$ cat src/rtl/counter_pkg.sv
`default_nettype none
// ============================================================================
// Module : counter_pkg
// Brief  : Opcode and FSM state encodings shared by the up/down counter unit.
// Rev    : 1.0
// ============================================================================
package counter_pkg;

    localparam logic [2:0] OP_NOP       = 3'd0;
    localparam logic [2:0] OP_CLR       = 3'd1;
    localparam logic [2:0] OP_INC       = 3'd2;
    localparam logic [2:0] OP_DEC       = 3'd3;
    localparam logic [2:0] OP_LOAD      = 3'd4;
    localparam logic [2:0] OP_RUN_UP    = 3'd5;
    localparam logic [2:0] OP_RUN_DN    = 3'd6;
    localparam logic [2:0] OP_CLR_FLAGS = 3'd7;

    localparam logic [0:0] ST_IDLE = 1'b0;
    localparam logic [0:0] ST_RUN  = 1'b1;

endpackage
`default_nettype wire

$ cat src/rtl/counter_step.sv
`default_nettype none
// ============================================================================
// Module : counter_step
// Brief  : One increment/decrement step with limit detection (saturate/wrap).
// Rev    : 1.0
// ============================================================================
module counter_step #(
    parameter int               WIDTH    = 16,
    parameter logic [WIDTH-1:0] MAX_VAL  = {WIDTH{1'b1}},
    parameter bit               SATURATE = 1'b1
) (
    input  logic [WIDTH-1:0] i_value,
    input  logic             i_dir,
    output logic [WIDTH-1:0] o_next,
    output logic             o_limit_hit
);

    localparam logic [WIDTH:0] c_max_ext = {1'b0, MAX_VAL};
    localparam logic [WIDTH:0] c_one     = {{WIDTH{1'b0}}, 1'b1};

    logic [WIDTH:0] w_sum;
    logic [WIDTH:0] w_diff;

    // One spare bit so MAX_VAL = 2**WIDTH-1 overflows detectably instead of aliasing to 0
    assign w_sum  = {1'b0, i_value} + c_one;
    assign w_diff = {1'b0, i_value} - c_one;

    always_comb begin
        o_next      = i_value;
        o_limit_hit = 1'b0;
        if (i_dir) begin
            if (w_sum > c_max_ext) begin
                o_limit_hit = 1'b1;
                o_next      = SATURATE ? i_value : {WIDTH{1'b0}};
            end else begin
                o_next = w_sum[WIDTH-1:0];
            end
        end else begin
            if (w_diff[WIDTH]) begin
                o_limit_hit = 1'b1;
                o_next      = SATURATE ? i_value : MAX_VAL;
            end else begin
                o_next = w_diff[WIDTH-1:0];
            end
        end
    end

endmodule
`default_nettype wire

$ cat src/rtl/updown_counter_unit.sv
`default_nettype none
// ============================================================================
// Module : updown_counter_unit
// Brief  : Command-driven up/down counter with limit, run/abort and sticky ovf.
// Rev    : 1.0
// ============================================================================
module updown_counter_unit
    import counter_pkg::*;
#(
    parameter int               WIDTH    = 16,
    parameter logic [WIDTH-1:0] MAX_VAL  = {WIDTH{1'b1}},
    parameter bit               SATURATE = 1'b1
) (
    input  logic             clk,
    input  logic             reset,
    input  logic             cmd_valid,
    output logic             cmd_ready,
    input  logic [2:0]       cmd_op,
    input  logic [WIDTH-1:0] cmd_arg,
    input  logic             abort,
    output logic [WIDTH-1:0] c_out,
    output logic             z,
    output logic             m,
    output logic             ovf,
    output logic             busy,
    output logic             done
);

    logic [0:0]       r_state;
    logic [0:0]       w_state_nxt;
    logic [WIDTH-1:0] r_count;
    logic [WIDTH-1:0] r_remaining;
    logic             r_dir;
    logic             r_ovf;
    logic             r_done;

    logic             w_accept;
    logic             w_is_run_op;
    logic             w_run_start;
    logic             w_last_step;
    logic             w_step_dir;
    logic [WIDTH-1:0] w_step_next;
    logic             w_step_hit;
    logic [WIDTH-1:0] w_load_val;

    assign w_accept    = cmd_valid && cmd_ready;
    assign w_is_run_op = (cmd_op == OP_RUN_UP) || (cmd_op == OP_RUN_DN);
    assign w_run_start = w_accept && w_is_run_op && (cmd_arg != {WIDTH{1'b0}});
    assign w_last_step = (r_remaining == {{(WIDTH-1){1'b0}}, 1'b1});
    assign w_load_val  = (cmd_arg > MAX_VAL) ? MAX_VAL : cmd_arg;

    // The single stepper serves INC/DEC in IDLE and the latched direction in RUN
    assign w_step_dir = (r_state == ST_RUN) ? r_dir : (cmd_op == OP_INC);

    counter_step #(
        .WIDTH    (WIDTH),
        .MAX_VAL  (MAX_VAL),
        .SATURATE (SATURATE)
    ) u_step (
        .i_value     (r_count),
        .i_dir       (w_step_dir),
        .o_next      (w_step_next),
        .o_limit_hit (w_step_hit)
    );

    always_ff @(posedge clk or negedge reset) begin
        if (!reset) begin
            r_state <= ST_IDLE;
        end else begin
            r_state <= w_state_nxt;
        end
    end

    always_comb begin
        w_state_nxt = r_state;
        case (r_state)
            ST_IDLE: if (w_run_start) w_state_nxt = ST_RUN;
            ST_RUN:  if (abort || w_last_step) w_state_nxt = ST_IDLE;
            default: w_state_nxt = ST_IDLE;
        endcase
    end

    always_comb begin
        cmd_ready = (r_state == ST_IDLE);
        busy      = (r_state == ST_RUN);
    end

    always_ff @(posedge clk or negedge reset) begin
        if (!reset) begin
            r_count     <= {WIDTH{1'b0}};
            r_remaining <= {WIDTH{1'b0}};
            r_dir       <= 1'b0;
            r_ovf       <= 1'b0;
            r_done      <= 1'b0;
        end else begin
            r_done <= 1'b0;
            if (r_state == ST_RUN) begin
                if (abort) begin
                    r_done <= 1'b1;
                end else begin
                    r_count     <= w_step_next;
                    r_remaining <= r_remaining - {{(WIDTH-1){1'b0}}, 1'b1};
                    if (w_step_hit) r_ovf <= 1'b1;
                    if (w_last_step) r_done <= 1'b1;
                end
            end else if (w_accept) begin
                // A non-zero run reports completion later; everything else finishes now
                r_done <= !w_run_start;
                case (cmd_op)
                    OP_CLR:  r_count <= {WIDTH{1'b0}};
                    OP_INC, OP_DEC: begin
                        r_count <= w_step_next;
                        if (w_step_hit) r_ovf <= 1'b1;
                    end
                    OP_LOAD: r_count <= w_load_val;
                    OP_RUN_UP, OP_RUN_DN: begin
                        r_remaining <= cmd_arg;
                        r_dir       <= (cmd_op == OP_RUN_UP);
                    end
                    OP_CLR_FLAGS: r_ovf <= 1'b0;
                    default: ;
                endcase
            end
        end
    end

    assign c_out = r_count;
    assign ovf   = r_ovf;
    assign done  = r_done;
    assign z     = (r_count == {WIDTH{1'b0}});
    assign m     = (r_count == MAX_VAL);

endmodule
`default_nettype wire

$ cat config.mk
export PLATFORM = sky130hd
export DESIGN_NAME = updown_counter_unit
export DESIGN_NICKNAME = d
export VERILOG_FILES = /design/src/rtl/counter_pkg.sv /design/src/rtl/counter_step.sv /design/src/rtl/updown_counter_unit.sv
export SDC_FILE = /design/constraint.sdc
export NUM_CORES = 1
export LEC_CHECK = 0
export CAP_MARGIN = 15
export CORE_UTILIZATION = 66
export CTS_BUF_LIST = sky130_fd_sc_hd__clkbuf_4
export DETAILED_ROUTE_END_ITERATION = 12
export DONT_BUFFER_PORTS = 1
export GPL_ROUTABILITY_DRIVEN = 1
export PLACE_DENSITY = 0.91
export SLEW_MARGIN = 10
export SYNTH_ARGS = -nofsm -noshare
export SYNTH_HDL_FRONTEND = slang
export SYNTH_HIERARCHICAL = 1
export SYNTH_SLANG_ARGS = --single-unit
$ cat constraint.sdc
create_clock -name clk -period 3.1 [get_ports clk]
set_input_delay 0.31 -clock clk [delete_from_list [all_inputs] [get_ports clk]]
set_output_delay 0.31 -clock clk [all_outputs]
set_load 0.01 [all_outputs]
==> results.cfg <==
[sta]
fin_setup_tns_ns = 0
clock.fmax_ghz = 0.347
finalSetupViolCount = 0
skew_ns = 0.0115
slew_headroom_pct = 42.2
period_share_pct = 93.0
tightest_slew_ns = 0.864
slew_viol_final = 0
hold_viol_final = 0
rsz0062_at_grt = no
fin_crit_ns = 2.88
worst_slack_ns = 0.217

[die]
num_rows = 25
die_y_um = 72.9
io_pins = 45
die_w_um = 72.9
dieArea_um2 = 5310
initial_core_util_pct = 69.2
coreArea_um2 = 4790

[route]
drt-total-wl_mm = 10.3
wl_per_cell_um = 20.6
via_per_inst = 7.53
vias = 3741
drcViolationCount = 0
postRouteAntennaNets = 0
drtIter0Drc = 589
first_pass_iters = 6

[yosys]
synthTopCellsByArea = dfrtp_1 27%, nand2_1 5.6%, o21ai_0 5.3%, a22oi_1 4.1%, a21oi_1 3.2%
async_flop_share_pct = 100
synth_top_family_by_area = simple AND/OR/NAND/NOR gates
synth-edff-count = 0
synth_top_area_share_pct = 27.2
synth_ff_type = dfrtp_1
synth_cells = 433
ys_seq_area_share_pct = 27.2
syn-num-nets = 461
synthSimpleGateAreaFrac_pct = 32.0
synth_mux_area_share_pct = 1.21
avgSynthCellArea_um2 = 7.65
synth_seq_cells = 36
synth_compound_area_share_pct = 29.7
yosysTopAreaCell = dfrtp_1
yosysWarnings = 6
yosys.area_share.adder_pct = 1.89
synth_xor_area_share_pct = 2.08
mappedNetlistArea_um2 = 3310
synth.distinct_cells = 68

[final_layout]
final_cell_mix = 49 x nand2_1, 35 x o21ai_0, 35 x dfrtp_1
seq_area_um2 = 902
drive_gt1_share_pct = 10.9
area_growth_pct = 5.48
layout_commonest_cell = nand2_1
nets = 458
final_util_pct = 73.0
finalInstanceArea_um2 = 3490
n_antenna_cell = 0
nFillCells = 377
multiInputGateArea_um2 = 2220

[placed_design]
dp_slack_ns = 0.269
place_area_um2 = 3420
place_hpwl_mm = 7.32
gp_congestion = 0.973
port_buffers = 0

[clock_tree]
cts_tree = done
clk_latency_ns = 0.36
clockBufferDepth = 2
clock-root-buffer = clkbuf_4
cts_buffers = 5
clk_pin_slew_ns = 0.12
cts_htree_levels = 2
cts_setup_buffers = 0
clock_sinks = 36

[setup_path]
crit_path_cell_trace = clkinv_1 -> o21ai_1 -> buf_4 -> and2_1 -> inv_1 -> a31oi_1 -> nand2_1 -> a31oi_1 -> a22oi_1 -> o21ai_0
end_kind = flip-flop
cp_top_family = compound AO/OA/AOI/OAI gates
critPathRequiredTime_ns = 3.36
r2r_start = busy
critPathLaunch = busy
cp_common_cell = a31oi_1
path_buf_inv = 3
crit_fanout = 17
crit_arrival_ns = 3.14
cp_slowest_cell = a31oi_1
criticalPathCategory = flip-flop to flip-flop
worst_setup_path_start_kind = flip-flop
max_stage_delay_ns = 0.61

[grt]
antenna_found_initial = 0
grt_pass1_wl_mm = 15.7
grt_pass1_vias = 3268
grtUsageTotal_pct = 38.6
overflow = 0
grt_max_degree = 37

[power]
ir_worst_vdd_v = 0.000491
p_leak_nw = 1.30
power_density_nw_per_um2 = 862

[min_path]
min_from = cmd_op[2]
hold_path_class = input port to flip-flop

[outcome]
status = complete, no violations

[job]
max-cap-violations = 0
[cells by family after synthesis]
family,after synthesis
AOI/OAI and AO/OA,143
muxes,4
DFF,36
xor gates and xnor gates,7
adders and majority gates,5
buffers and inverters,46
and+or+nand+nor,192
[power breakdown]
part	leakage [nW]	switching, mW	internal (mW)
registers	0.454	0.390	0.643
clock network	0.0261	0.164	0.0792
logic	0.819	0.996	0.740
[per-layer routing]
metal  track usage, %  up-vias  share of wire, %
li1                 -     1647                 -
met3             9.67       40                14
met2             56.8      321                45
met4             18.7        0               2.8
met1             53.0     1733                39
met5                0        -                 0
[timing repair]
item,in CTS,in global routing
endpoints found under the hold margin,36,0
endpoints found under the setup margin,0,2
hold buffers,2,0
gates resized for setup,0,1
[final timing paths]
check                             to  depth (start not counted)  slack (ns)
setup / recovery            c_out[1]                         10        0.22
hold / removal                   ovf                          1        0.03
setup reg to reg            c_out[1]                         10        0.22
hold reg to reg                r_dir                          2        0.56
max in group asynchronous  c_out[12]                          2        2.50
min in group asynchronous   c_out[1]                          2        0.38
[cells in the mapped netlist (all sizes together), types with 13 or more instances]
cell type and instances:
o21ai 38, nor2 28, a21oi 22, nand3 16, clkbuf 18, buf 16, nand2 49, a22oi 18
dfrtp 36, nand4 13, nor3 20, nor4 18
[cell type report]
| type | count | share of cell area [%] |
|---|---|---|
| multi-input combinational | 351 | 63.6 |
| sequential | 36 | 25.8 |
| timing repair buffer | 24 | 5.59 |
| tap | 67 | 2.40 |
| inverter | 12 | 1.29 |
| clock buffer | 5 | 1.07 |
| clock inverter | 2 | 0.215 |
[per-stage QoR]
stage	cells	total power, mW	hold slack, ns
4_1_cts	497	2.93	0.0247
3_3_place_gp	488	2.60	0.0152
5_1_grt	497	3.19	0.0244
6_report	497	3.01	0.0293
3_5_place_dp	488	2.68	0.0152
2_1_floorplan	433	2.20	0.0144
[sequential cells by signal, indices dropped and copies added (netlist names)]
name / flops
c_out: 16
done: 1
r_remaining: 16
ovf: 1
r_dir: 1
busy: 1
[worst reg2reg max path: cells and delay by family (launching register included)]
kind,cells,cell delay [ns]
compound gates,5,1.43
buf+inv,3,0.69
flops,1,0.37
simple gates,2,0.31
No activity file was read; power rests on OpenSTA's default activity.
